File: src/rtl/serial_sub8_pkg.sv
// Shared definitions for the multi-cycle arithmetic blocks: FSM encoding,
// default operand width and the signed-overflow helper.
package serial_sub8_pkg;

    localparam int DEF_WIDTH = 8;

    localparam logic [1:0] S_IDLE = 2'd0;
    localparam logic [1:0] S_RUN  = 2'd1;
    localparam logic [1:0] S_DONE = 2'd2;

    // Overflow of a - b: operands differ in sign and the result sign differs from a.
    function automatic logic sub_ovf(input logic a_msb, input logic b_msb, input logic d_msb);
        return (a_msb ^ b_msb) & (a_msb ^ d_msb);
    endfunction

endpackage

File: src/rtl/serial_sub8_if.sv
// Request/result bundle of the serial subtractor; the controller drives the
// master side, the subtractor implements the slave side.
interface serial_sub8_if
    import serial_sub8_pkg::*;
#(
    parameter int WIDTH = DEF_WIDTH
);
    logic             start;
    logic [WIDTH-1:0] A;
    logic [WIDTH-1:0] B;
    logic             Bin;
    logic             busy;
    logic             done;
    logic [WIDTH-1:0] D;
    logic             Bout;
    logic             V;

    modport master (output start, A, B, Bin, input busy, done, D, Bout, V);
    modport slave  (input start, A, B, Bin, output busy, done, D, Bout, V);
endinterface

File: src/rtl/serial_sub8_fsub1.sv
// Combinational 1-bit full subtractor: d = a - b - bin, with borrow-out.
module fsub1 (
    input  logic a,
    input  logic b,
    input  logic bin,
    output logic d,
    output logic bout
);
    assign d    = a ^ b ^ bin;
    assign bout = (~a & b) | (~(a ^ b) & bin);
endmodule

File: src/rtl/serial_sub8.sv
// Bit-serial subtractor D = A - B - Bin, one bit per clock, LSB first, with a
// start/busy/done handshake. Results are written only when entering DONE.
module serial_sub8
    import serial_sub8_pkg::*;
#(
    parameter int WIDTH = DEF_WIDTH
) (
    input  logic         clk,
    input  logic         rst_n,
    serial_sub8_if.slave bus
);
    localparam int              CNT_W    = (WIDTH > 1) ? $clog2(WIDTH) : 1;
    localparam logic [CNT_W-1:0] CNT_LAST = CNT_W'(WIDTH - 1);

    logic [1:0]       state_q, state_d;
    logic [CNT_W-1:0] cnt_q, cnt_d;
    logic [WIDTH-1:0] sa_q, sa_d;
    logic [WIDTH-1:0] sb_q, sb_d;
    logic             br_q, br_d;
    logic [WIDTH-1:0] res_q, res_d;
    logic             amsb_q, amsb_d;
    logic             bmsb_q, bmsb_d;
    logic [WIDTH-1:0] d_q, d_d;
    logic             bout_q, bout_d;
    logic             v_q, v_d;

    logic             bit_d_s;
    logic             bit_bout_s;
    logic [WIDTH-1:0] res_next_s;

    fsub1 u_fsub1 (
        .a    (sa_q[0]),
        .b    (sb_q[0]),
        .bin  (br_q),
        .d    (bit_d_s),
        .bout (bit_bout_s)
    );

    assign res_next_s = {bit_d_s, res_q[WIDTH-1:1]};

    // Next-state, datapath shift and result-capture logic.
    always_comb begin
        state_d = state_q;
        cnt_d   = cnt_q;
        sa_d    = sa_q;
        sb_d    = sb_q;
        br_d    = br_q;
        res_d   = res_q;
        amsb_d  = amsb_q;
        bmsb_d  = bmsb_q;
        d_d     = d_q;
        bout_d  = bout_q;
        v_d     = v_q;
        case (state_q)
            S_IDLE, S_DONE: begin
                if (bus.start) begin
                    sa_d    = bus.A;
                    sb_d    = bus.B;
                    br_d    = bus.Bin;
                    cnt_d   = {CNT_W{1'b0}};
                    amsb_d  = bus.A[WIDTH-1];
                    bmsb_d  = bus.B[WIDTH-1];
                    state_d = S_RUN;
                end else begin
                    state_d = S_IDLE;
                end
            end
            S_RUN: begin
                sa_d  = sa_q >> 1;
                sb_d  = sb_q >> 1;
                br_d  = bit_bout_s;
                res_d = res_next_s;
                if (cnt_q == CNT_LAST) begin
                    cnt_d   = {CNT_W{1'b0}};
                    d_d     = res_next_s;
                    bout_d  = bit_bout_s;
                    v_d     = sub_ovf(amsb_q, bmsb_q, bit_d_s);
                    state_d = S_DONE;
                end else begin
                    cnt_d   = cnt_q + CNT_W'(1);
                    state_d = S_RUN;
                end
            end
            default: begin
                state_d = S_IDLE;
            end
        endcase
    end

    // State, datapath and result registers.
    always_ff @(posedge clk or negedge rst_n) begin
        if (!rst_n) begin
            state_q <= S_IDLE;
            cnt_q   <= {CNT_W{1'b0}};
            sa_q    <= {WIDTH{1'b0}};
            sb_q    <= {WIDTH{1'b0}};
            br_q    <= 1'b0;
            res_q   <= {WIDTH{1'b0}};
            amsb_q  <= 1'b0;
            bmsb_q  <= 1'b0;
            d_q     <= {WIDTH{1'b0}};
            bout_q  <= 1'b0;
            v_q     <= 1'b0;
        end else begin
            state_q <= state_d;
            cnt_q   <= cnt_d;
            sa_q    <= sa_d;
            sb_q    <= sb_d;
            br_q    <= br_d;
            res_q   <= res_d;
            amsb_q  <= amsb_d;
            bmsb_q  <= bmsb_d;
            d_q     <= d_d;
            bout_q  <= bout_d;
            v_q     <= v_d;
        end
    end

    assign bus.busy = (state_q == S_RUN);
    assign bus.done = (state_q == S_DONE);
    assign bus.D    = d_q;
    assign bus.Bout = bout_q;
    assign bus.V    = v_q;

endmodule
File: src/flat_wrapper.sv
// flat-port wrapper written by rule: the top's interface ports become plain ports
module serial_sub8_flat import serial_sub8_pkg::*;
#(
    parameter int WIDTH = DEF_WIDTH
)
  (clk, rst_n, bus_start, bus_A, bus_B, bus_Bin, bus_busy, bus_done, bus_D, bus_Bout, bus_V);
  serial_sub8_if #(.WIDTH(WIDTH)) bus_i ();
  input  logic clk;
  input  logic rst_n;
  input wire logic [$bits(bus_i.start)-1:0] bus_start;
  input wire logic [$bits(bus_i.A)-1:0] bus_A;
  input wire logic [$bits(bus_i.B)-1:0] bus_B;
  input wire logic [$bits(bus_i.Bin)-1:0] bus_Bin;
  output wire logic [$bits(bus_i.busy)-1:0] bus_busy;
  output wire logic [$bits(bus_i.done)-1:0] bus_done;
  output wire logic [$bits(bus_i.D)-1:0] bus_D;
  output wire logic [$bits(bus_i.Bout)-1:0] bus_Bout;
  output wire logic [$bits(bus_i.V)-1:0] bus_V;
  assign bus_i.start = bus_start;
  assign bus_i.A = bus_A;
  assign bus_i.B = bus_B;
  assign bus_i.Bin = bus_Bin;
  assign bus_busy = bus_i.busy;
  assign bus_done = bus_i.done;
  assign bus_D = bus_i.D;
  assign bus_Bout = bus_i.Bout;
  assign bus_V = bus_i.V;
  serial_sub8 #(.WIDTH(WIDTH)) u_core (.clk(clk), .rst_n(rst_n), .bus(bus_i));
endmodule
File: config.mk
export PLATFORM = sky130hd
export DESIGN_NAME = serial_sub8_flat
export DESIGN_NICKNAME = d
export VERILOG_FILES = /design/src/rtl/serial_sub8_pkg.sv /design/src/rtl/serial_sub8_if.sv /design/src/rtl/serial_sub8_fsub1.sv /design/src/rtl/serial_sub8.sv /design/src/flat_wrapper.sv
export SDC_FILE = /design/constraint.sdc
export NUM_CORES = 1
export LEC_CHECK = 0
export BUFFER_PORTS_ARGS = -buffer_cell sky130_fd_sc_hd__buf_2
export CAP_MARGIN = 30
export CORE_AREA = 2 2 61 63
export DETAILED_ROUTE_END_ITERATION = 10
export DIE_AREA = 0 0 63 65
export PLACE_DENSITY = 0.84
export SLEW_MARGIN = 20
export SYNTH_ARGS = -nofsm -noshare
export SYNTH_HDL_FRONTEND = slang
export SYNTH_SLANG_ARGS = --single-unit
export TNS_END_PERCENT = 100
File: constraint.sdc
create_clock -name clk -period 2 [get_ports clk]
set_input_delay 0.2 -clock clk [delete_from_list [all_inputs] [get_ports clk]]
set_output_delay 0.2 -clock clk [all_outputs]
set_load 0.03 [all_outputs]
# Word level (Yosys, flattened, before mapping)
# Index checks and enable logic that the tools add are counted.
# word_totals
regBits,42
latch_bits,0
ramBits,0
rom_bits,0
in_bits,20
output_inout_bits,12
n_memories,0
# op_classes
n_addsub,1
mul,0
n_div,0
n_lt_le_gt_ge,0
eq_ne,4
n_shift,0
mux,12
bitwise,10
n_reduce_logical,6
# ops
operator,n
$pmux 8 s2,2
$mux 8,2
$mux 3,2
$pmux 3 s2,1
$reduce_and 2->1,3
$pmux 2 s2,1
$xor 1x1->1,4
$add 3x1->3 const B,1
$and 1x1->1,3
$eq 3x3->1 const B,1
$eq 2x1->1 const B,1
$eq 2x2->1 const B,1
$logic_not 2->1,1
$mux 1,2
$mux 2,1
$ne 2x2->1 const B,1
$not 1->1,2
$pmux 1 s2,1
$reduce_bool 2->1,1
$reduce_or 2->1,1
$or 1x1->1,1

# Depth between registers and ports, before layout
# Gate-level depths: netlist of run 1.
# logic_depth
ltp_word,5
depth_mapped,6
ltp_nobuf,5

# Cells and area by module
# Synthesis of run 1 repeated with hierarchy kept, for this count alone.
# hier_totals
hier_cells,173
hier_area_um2,1734.2
# by_module_without_submodules
module,n_inst,cells_per_inst,area_each_um2,seq_area_each_um2
serial_sub8,1,169,1702.9,1026.0
fsub1,1,4,31.3,0.0

# Worst setup path before layout of run 1
# No wires, ideal clock.
# synth_timing
kind,reg2reg
from,reg u_core.cnt_q[0]
to,reg u_core.d_q[2] (netlist: u_core.bus.D[2])
arrival_time_ns,1.340
slack_ns,0.535
stages_incl_launch_ff,6
n_path_buf,1
synth_period_minus_slack_ns,1.465
cell_sequence,dfrtp_1 -> ha_1 -> ha_1 -> nand3b_2 -> buf_6 -> mux2_4
# synth_via
elab_chain_len,2
# synth_rtl
item,line_no,text
"start, declared",serial_sub8.sv:16,"logic [CNT_W-1:0] cnt_q, cnt_d;"
"start signal, assigned",serial_sub8.sv:94,cnt_q <= {CNT_W{1'b0}};
"start signal, assigned",serial_sub8.sv:106,cnt_q <= cnt_d;
$eq 3x3->1,serial_sub8.sv:73,if (cnt_q == CNT_LAST) begin
$reduce_and 2->1 (no source line),n/a,
"end signal, assigned",serial_sub8.sv:101,d_q <= {WIDTH{1'b0}};
"end, declared",serial_sub8.sv:23,"logic [WIDTH-1:0] d_q, d_d;"
# No other way between the ends.
# A chain may end at the register's enable or synchronous reset.

# Worst setup path in the final report of run 1
# layout_timing
from,reg u_core.state_q[1]
to,out bus_busy
# layout_via
elab_chain_len,1
# layout_rtl
item,line_no,text
"start, declared",serial_sub8.sv:15,"logic [1:0] state_q, state_d;"
"start signal, assigned",serial_sub8.sv:105,state_q <= state_d;
$eq 2x1->1,serial_sub8.sv:119,assign bus.busy = (state_q == S_RUN);
"end, declared",flat_wrapper.sv:14,output wire logic [$bits(bus_i.busy)-1:0] bus_busy;
# No other way between the ends.

==> flow_metrics.tcl, run 1 <==
set metrics [dict create \
    outcome "finished, final reports clean" \
    syn_inst 171 \
    initialDrtViolationCount 47 \
    start_util_pct 50.50 \
    rows 22 \
    fp.dieArea_um2 4095 \
    ios 32 \
    slowest_delay_ns 0.41 \
    synth_warnings 0 \
    crit_type "reg2out" \
    multiInputGateArea_um2 648.1 \
    grt_max_degree 39 \
    critPathRequiredTime_ns 1.80 \
    finalHoldViolations 0 \
    worstPathArrival_ns 1.49 \
    grt_overflow 0 \
    antenna_found_initial 0 \
    cts_buffers 5 \
    regArea_um2 1026 \
    cts.path.max_buffers 2 \
    drive_gt1_share_pct 25.49 \
    root_buffer "clkbuf_4" \
    die_y_um 65 \
    relSlewSlack_pct 56.89 \
    numPortBuffers 31 \
    grt_pass1_wl_mm 5.678 \
    timing.fmax_ghz 0.5932 \
    start_kind "flip-flop" \
    tightest_slew_ns 0.6466 \
    wl_mm 3.133 \
    grt_usage_pct 18.48 \
    dpl.hpwl_mm 2.249 \
    cp_top_family "buffers and inverters" \
    vdd_drop_max_v 0.0007082 \
    whs_ns 0.06904 \
    holdPathStages 3 \
    cts_hold_buf 1 \
    ant_nets 0 \
    cp-end-kind "output pin" \
    clock_sinks 41 \
    area_growth_syn_to_layout_pct 13.25 \
    finalCriticalPeriod_ns 1.686 \
    crit_buf_inv 2 \
    fin_skew_ns 0.002382 \
    final_net_count 227 \
    cellPowerDensity_nw_per_um2 1647 \
    ys_types 25 \
    ys_ff_latch 41 \
    grt_pass1_vias 1249 \
    cts_resized 0 \
    cts_setup_buffers 0 \
    cp.depth 3 \
    die_x_um 63 \
    place.gp.congestion 0.7569 \
    min_period_over_period_pct 84.28 \
    vias_per_cell 5.127 \
    cp_slowest_cell "dfrtp_1" \
    drc 0 \
    total_leakage_power_nw 1.038 \
    setup-violations-final 0 \
    htreeDepth 2 \
    crit_fanout 11 \
    fillers 311 \
    drt-pass1-iter-count 4 \
    hp-class "in2reg" \
    fp.coreArea_um2 3496 \
    slew_viol_final 0 \
    cp_cell_sequence "nand2b_1 > inv_1 > buf_2" \
    rr_worst_depth 4 \
    cts_tree "built" \
    finalSetupTns_ns 0 \
    n_antenna_cell 0 \
    wl_per_cell_um 12.43 \
    vias 1292 \
    rsz0062_at_grt "no" \
    synth_nets 194 \
    clock_latency_ns 0.34 \
    synth.avg_cell_area_um2 10.32 \
    clkTransAtPathRegs_ns 0.10 \
    syn-cell-area_um2 1765 \
    yosysSeqAreaShare_pct 58.11 \
    maxCapViolCount 0 \
]
layer usage:
metal  vias up  part of all wire [%]  wire [um]  track usage (%)
met5         -                     0          0                0
met4         0                   2.6         82            9.722
met3         9                   5.0        158            6.076
met2        32                    48       1495            29.12
met1       622                    45       1397            22.69
li1        629                     -          -                -
flip-flops by register name, summed over array words and instances, names as in the netlist:
name and flops:
u_core.bus.V 1, u_core.state_q 2, u_core.br_q 1, u_core.bus.D 8
u_core.bus.Bout 1, u_core.bmsb_q 1, u_core.res_q 7, u_core.sa_q 8
u_core.amsb_q 1, u_core.cnt_q 3, u_core.sb_q 8
worst register-to-register path: cells and delay by family (launching register included):
| family | cells | cell delay [ns] |
|---|---|---|
| adders and majority gates | 2 | 0.42 |
| DFF | 1 | 0.42 |
| muxes | 1 | 0.38 |
| and+or+nand+nor | 1 | 0.30 |
power breakdown:
part           switching, mW  total [mW]  leakage (nW)  internal [mW]
sequential             0.232        1.45         0.500           1.22
clock                  0.241       0.407        0.0314          0.166
combinational          0.864        1.44         0.506          0.572
worst paths after layout:
| path | start | slack (ns) | end |
|---|---|---|---|
| hold / removal | bus_B[7] | 0.07 | u_core.bmsb_q |
| hold reg to reg | u_core.bus.Bout | 0.49 | u_core.bus.Bout |
| min in group asynchronous | rst_n | 0.31 | u_core.bus.D[0] |
| setup reg to reg | u_core.cnt_q[0] | 0.38 | u_core.bus.D[0] |
| max in group asynchronous | rst_n | 1.16 | u_core.cnt_q[0] |
| setup / recovery | u_core.state_q[1] | 0.31 | bus_busy |
cells in the final DEF, fill, tap and decap left out, types with 2 or more instances in the layout:
| master | instances |
|---|---|
| buf_4 | 4 |
| inv_1 | 4 |
| dfrtp_1 | 41 |
| nor2b_1 | 2 |
| clkbuf_4 | 5 |
| ha_1 | 2 |
| mux2_2 | 3 |
| nor2_1 | 15 |
| o21ai_0 | 3 |
| a31oi_1 | 14 |
| nand2b_1 | 2 |
| nand2_1 | 57 |
| mux2_4 | 5 |
| a22o_1 | 4 |
| buf_2 | 31 |
cell type report:
cell class | count | area share (%)
flip-flops and latches | 41 | 51.31
multi-input cells | 116 | 32.42
inverters | 4 | 0.7509
repair buffers | 36 | 9.762
clock buffers | 7 | 2.753
well taps | 48 | 3.004
synth_stat cells:
cell type	instances	share of area, %
a221o_1	1	0.57
mux2_2	3	1.9
nand3b_2	1	0.64
a21oi_1	1	0.28
o21ai_0	3	0.85
nor2_1	15	3.2
buf_2	4	1.1
nand2b_1	2	0.71
dfrtp_1	41	58
nor3b_1	1	0.43
nor2b_1	2	0.71
fa_1	1	1.1
a21o_1	1	0.43
nand2_1	57	12
nor3_1	1	0.28
a31oi_1	14	5.0
a22o_1	4	2.0
clkbuf_1	1	0.21
ha_1	2	1.4
nor2_2	1	0.35
inv_1	4	0.85
mux2_4	5	4.3
buf_6	4	2.6
buf_4	1	0.43
nor2b_2	1	0.50
cells by family after synthesis:
logic type | Yosys count | share of synthesized area [%]
and+or+nand+nor | 81 | 18.92
DFF | 41 | 58.11
AOI/OAI and AO/OA | 24 | 9.071
adders and majority gates | 3 | 2.551
buffers and inverters | 14 | 5.173
muxes | 8 | 6.166
stage by stage:
step / power, mW / utilization, % / worst slack, ns / instances / cell area (um2)
finish: 3.294 / 57.19 / 0.3143 / 252 / 1999
global placement: 2.842 / 55.33 / 0.4292 / 244 / 1934
floorplan: 2.582 / - / 0.5353 / 171 / 1765
CTS: 3.326 / 57.19 / 0.3236 / 252 / 1999
detailed placement: 2.923 / 55.33 / 0.3807 / 244 / 1934
global route: 3.607 / 57.19 / 0.2035 / 252 / 1999
Note: power is estimated with default switching activity, not from simulation.
==> run 2, diff against run 1 <==
==> constraint.sdc (replaced) <==
create_clock -name clk -period 1.6 [get_ports clk]
set_input_delay 0.16 -clock clk [delete_from_list [all_inputs] [get_ports clk]]
set_output_delay 0.16 -clock clk [all_outputs]
set_load 0.03 [all_outputs]
==> run 2 against run 1 <==
Effect of this change:
- via count is 0.77% lower
- core utilization is 1.3 points higher
- wire length is 1.2% lower
- worst setup slack worse by 0.24 ns
- critical path type is now reg2reg
- sequential cell count stayed put
- critical endpoint is now u_core.bus.D[0]
- largest power group is now combinational logic
==> flow_metrics.tcl, run 2 (synthesis results as in run 1) <==
set metrics [dict create \
    outcome "finished, final reports clean" \
    cts_setup_buffers 0 \
    htreeDepth 2 \
    whs_ns 0.02378 \
    worstPathArrival_ns 1.76 \
    finalCriticalPeriod_ns 1.527 \
    critPathMostFrequentCell "ha_1" \
    cts_tree "built" \
    clock_latency_ns 0.35 \
    power_mw 4.245 \
    initialDrtViolationCount 47 \
    vdd_drop_max_v 0.0007524 \
    rsz0062_at_grt "no" \
    grt_usage_pct 16.73 \
    timing.fmax_ghz 0.6551 \
    fp.coreArea_um2 3496 \
    fillers 325 \
    crit_type "reg2reg" \
    p_sw_mw 1.688 \
    wl_per_cell_um 12.19 \
    comb_power_share_pct 43.7 \
    antenna_found_initial 0 \
    setup-violations-final 0 \
    cp_slowest_cell "dfrtp_1" \
    met1_usage_pct 21.61 \
    critPathRequiredTime_ns 1.84 \
    cts.path.max_buffers 2 \
    instances_no_fill 254 \
    postLayoutCellArea_um2 2043 \
    clock_sinks 41 \
    setup_slack_ns 0.07349 \
    dpl.hpwl_mm 2.102 \
    cp_cell_sequence "ha_1 > ha_1 > nand3b_4 > mux2_2" \
    wl_mm 3.095 \
    slowest_delay_ns 0.41 \
    use_met2_pct 25.93 \
    start_kind "flip-flop" \
    grt_util_met3_pct 6.076 \
    netSwitchingFraction_pct 39.77 \
    slew_viol_final 0 \
    total_leakage_power_nw 1.068 \
    grt_max_degree 42 \
    die_x_um 63 \
    die_y_um 65 \
    p_seq_share_pct 42.7 \
    crit_fanout 13 \
    grt_overflow 0 \
    n_antenna_cell 0 \
    numPortBuffers 31 \
    final_net_count 228 \
    hp-class "in2reg" \
    drive_gt1_share_pct 26.70 \
    grt_pass1_wl_mm 5.209 \
    drc 0 \
    place.gp.congestion 0.7421 \
    clkTransAtPathRegs_ns 0.11 \
    maxCapViolCount 0 \
    cellPowerDensity_nw_per_um2 2078 \
    cp-startpoint "u_core.cnt_q[0]" \
    pre_cts_ws_ns -0.03271 \
    start_util_pct 50.50 \
    cts_buffers 5 \
    root_buffer "clkbuf_4" \
    finalHoldViolations 0 \
    p_clk_share_pct 13.6 \
    vias 1282 \
    drt-pass1-iter-count 4 \
    p_int_mw 2.557 \
    busiest_layer "met2" \
    min_period_over_period_pct 95.41 \
    rows 22 \
    ant_nets 0 \
    vias_per_cell 5.047 \
    place_area_um2 1954 \
    tightest_slew_ns 0.5044 \
    fp.dieArea_um2 4095 \
    area_growth_syn_to_layout_pct 15.73 \
    ios 32 \
    cp-end-kind "flip-flop" \
    reg2reg_from "u_core.cnt_q[0]" \
    final_common_cell "nand2_1" \
    fin_skew_ns 0.008529 \
    relSlewSlack_pct 66.38 \
    hp-start "bus_A[7]" \
    place_inst 245 \
    grt_pass1_vias 1167 \
    mostFrequentLayoutCells "nand2_1, dfrtp_1, buf_2" \
]
==> run 2: path summary, 6_finish.rpt <==
path | to | slack, ns | cells past startpoint
setup / recovery | u_core.bus.D[0] | 0.07 | 4
hold / removal | u_core.amsb_q | 0.02 | 3
setup reg to reg | u_core.bus.D[0] | 0.07 | 4
hold reg to reg | u_core.bus.Bout | 0.51 | 2
max in group asynchronous | u_core.sa_q[6] | 0.86 | 3
min in group asynchronous | u_core.res_q[1] | 0.39 | 3
==> run 2: repair_timing <==
item | 4_1_cts | 5_1_grt
hold buffers | 1 | 0
setup endpoints to repair | 4 | 0
gates resized for setup | 1 | 0
hold endpoints to repair | 41 | 0
==> run 2: critical path: cells and delay by family, from the launching register on <==
family | cells | cell delay, ns
mux | 1 | 0.36
flops | 1 | 0.41
simple gates | 1 | 0.21
fa+ha+maj | 2 | 0.44
==> run 2: per-stage QoR <==
step / TNS (ns) / utilization, %
after floorplan: 0 / -
after global placement: 0 / 55.91
after detailed placement: -0.09208 / 55.91
after CTS: 0 / 58.45
after global routing: 0 / 58.45
final: 0 / 58.45
==> run 2: layout make-up <==
class                           count  area [um2]  share of cell area [%]
Clock buffer                        7       65.06                   3.184
Sequential cell                    41        1026                   50.21
Inverter                            4       15.01                  0.7348
Multi-Input combinational cell    116       656.9                   32.15
Clock inverter                      1       5.005                  0.2449
Timing Repair Buffer               37       215.2                   10.53
Tap cell                           48       60.06                   2.939
==> run 2: layer usage <==
layer	wire, um	vias to the layer above
met1	1430	609
met3	180	4
li1	-	633
met5	0	-
met4	33	0
met2	1451	36
==> run 2: power groups by stage <==
| stage | registers [mW] | logic (mW) | clock network (mW) |
|---|---|---|---|
| 2_1_floorplan | 1.99 | 1.24 | 0 |
| 3_3_place_gp | 1.81 | 1.81 | 0 |
| 3_5_place_dp | 1.84 | 1.87 | 0 |
| 4_1_cts | 1.82 | 1.89 | 0.590 |
| 5_1_grt | 1.87 | 2.09 | 0.639 |
| 6_report | 1.81 | 1.86 | 0.577 |
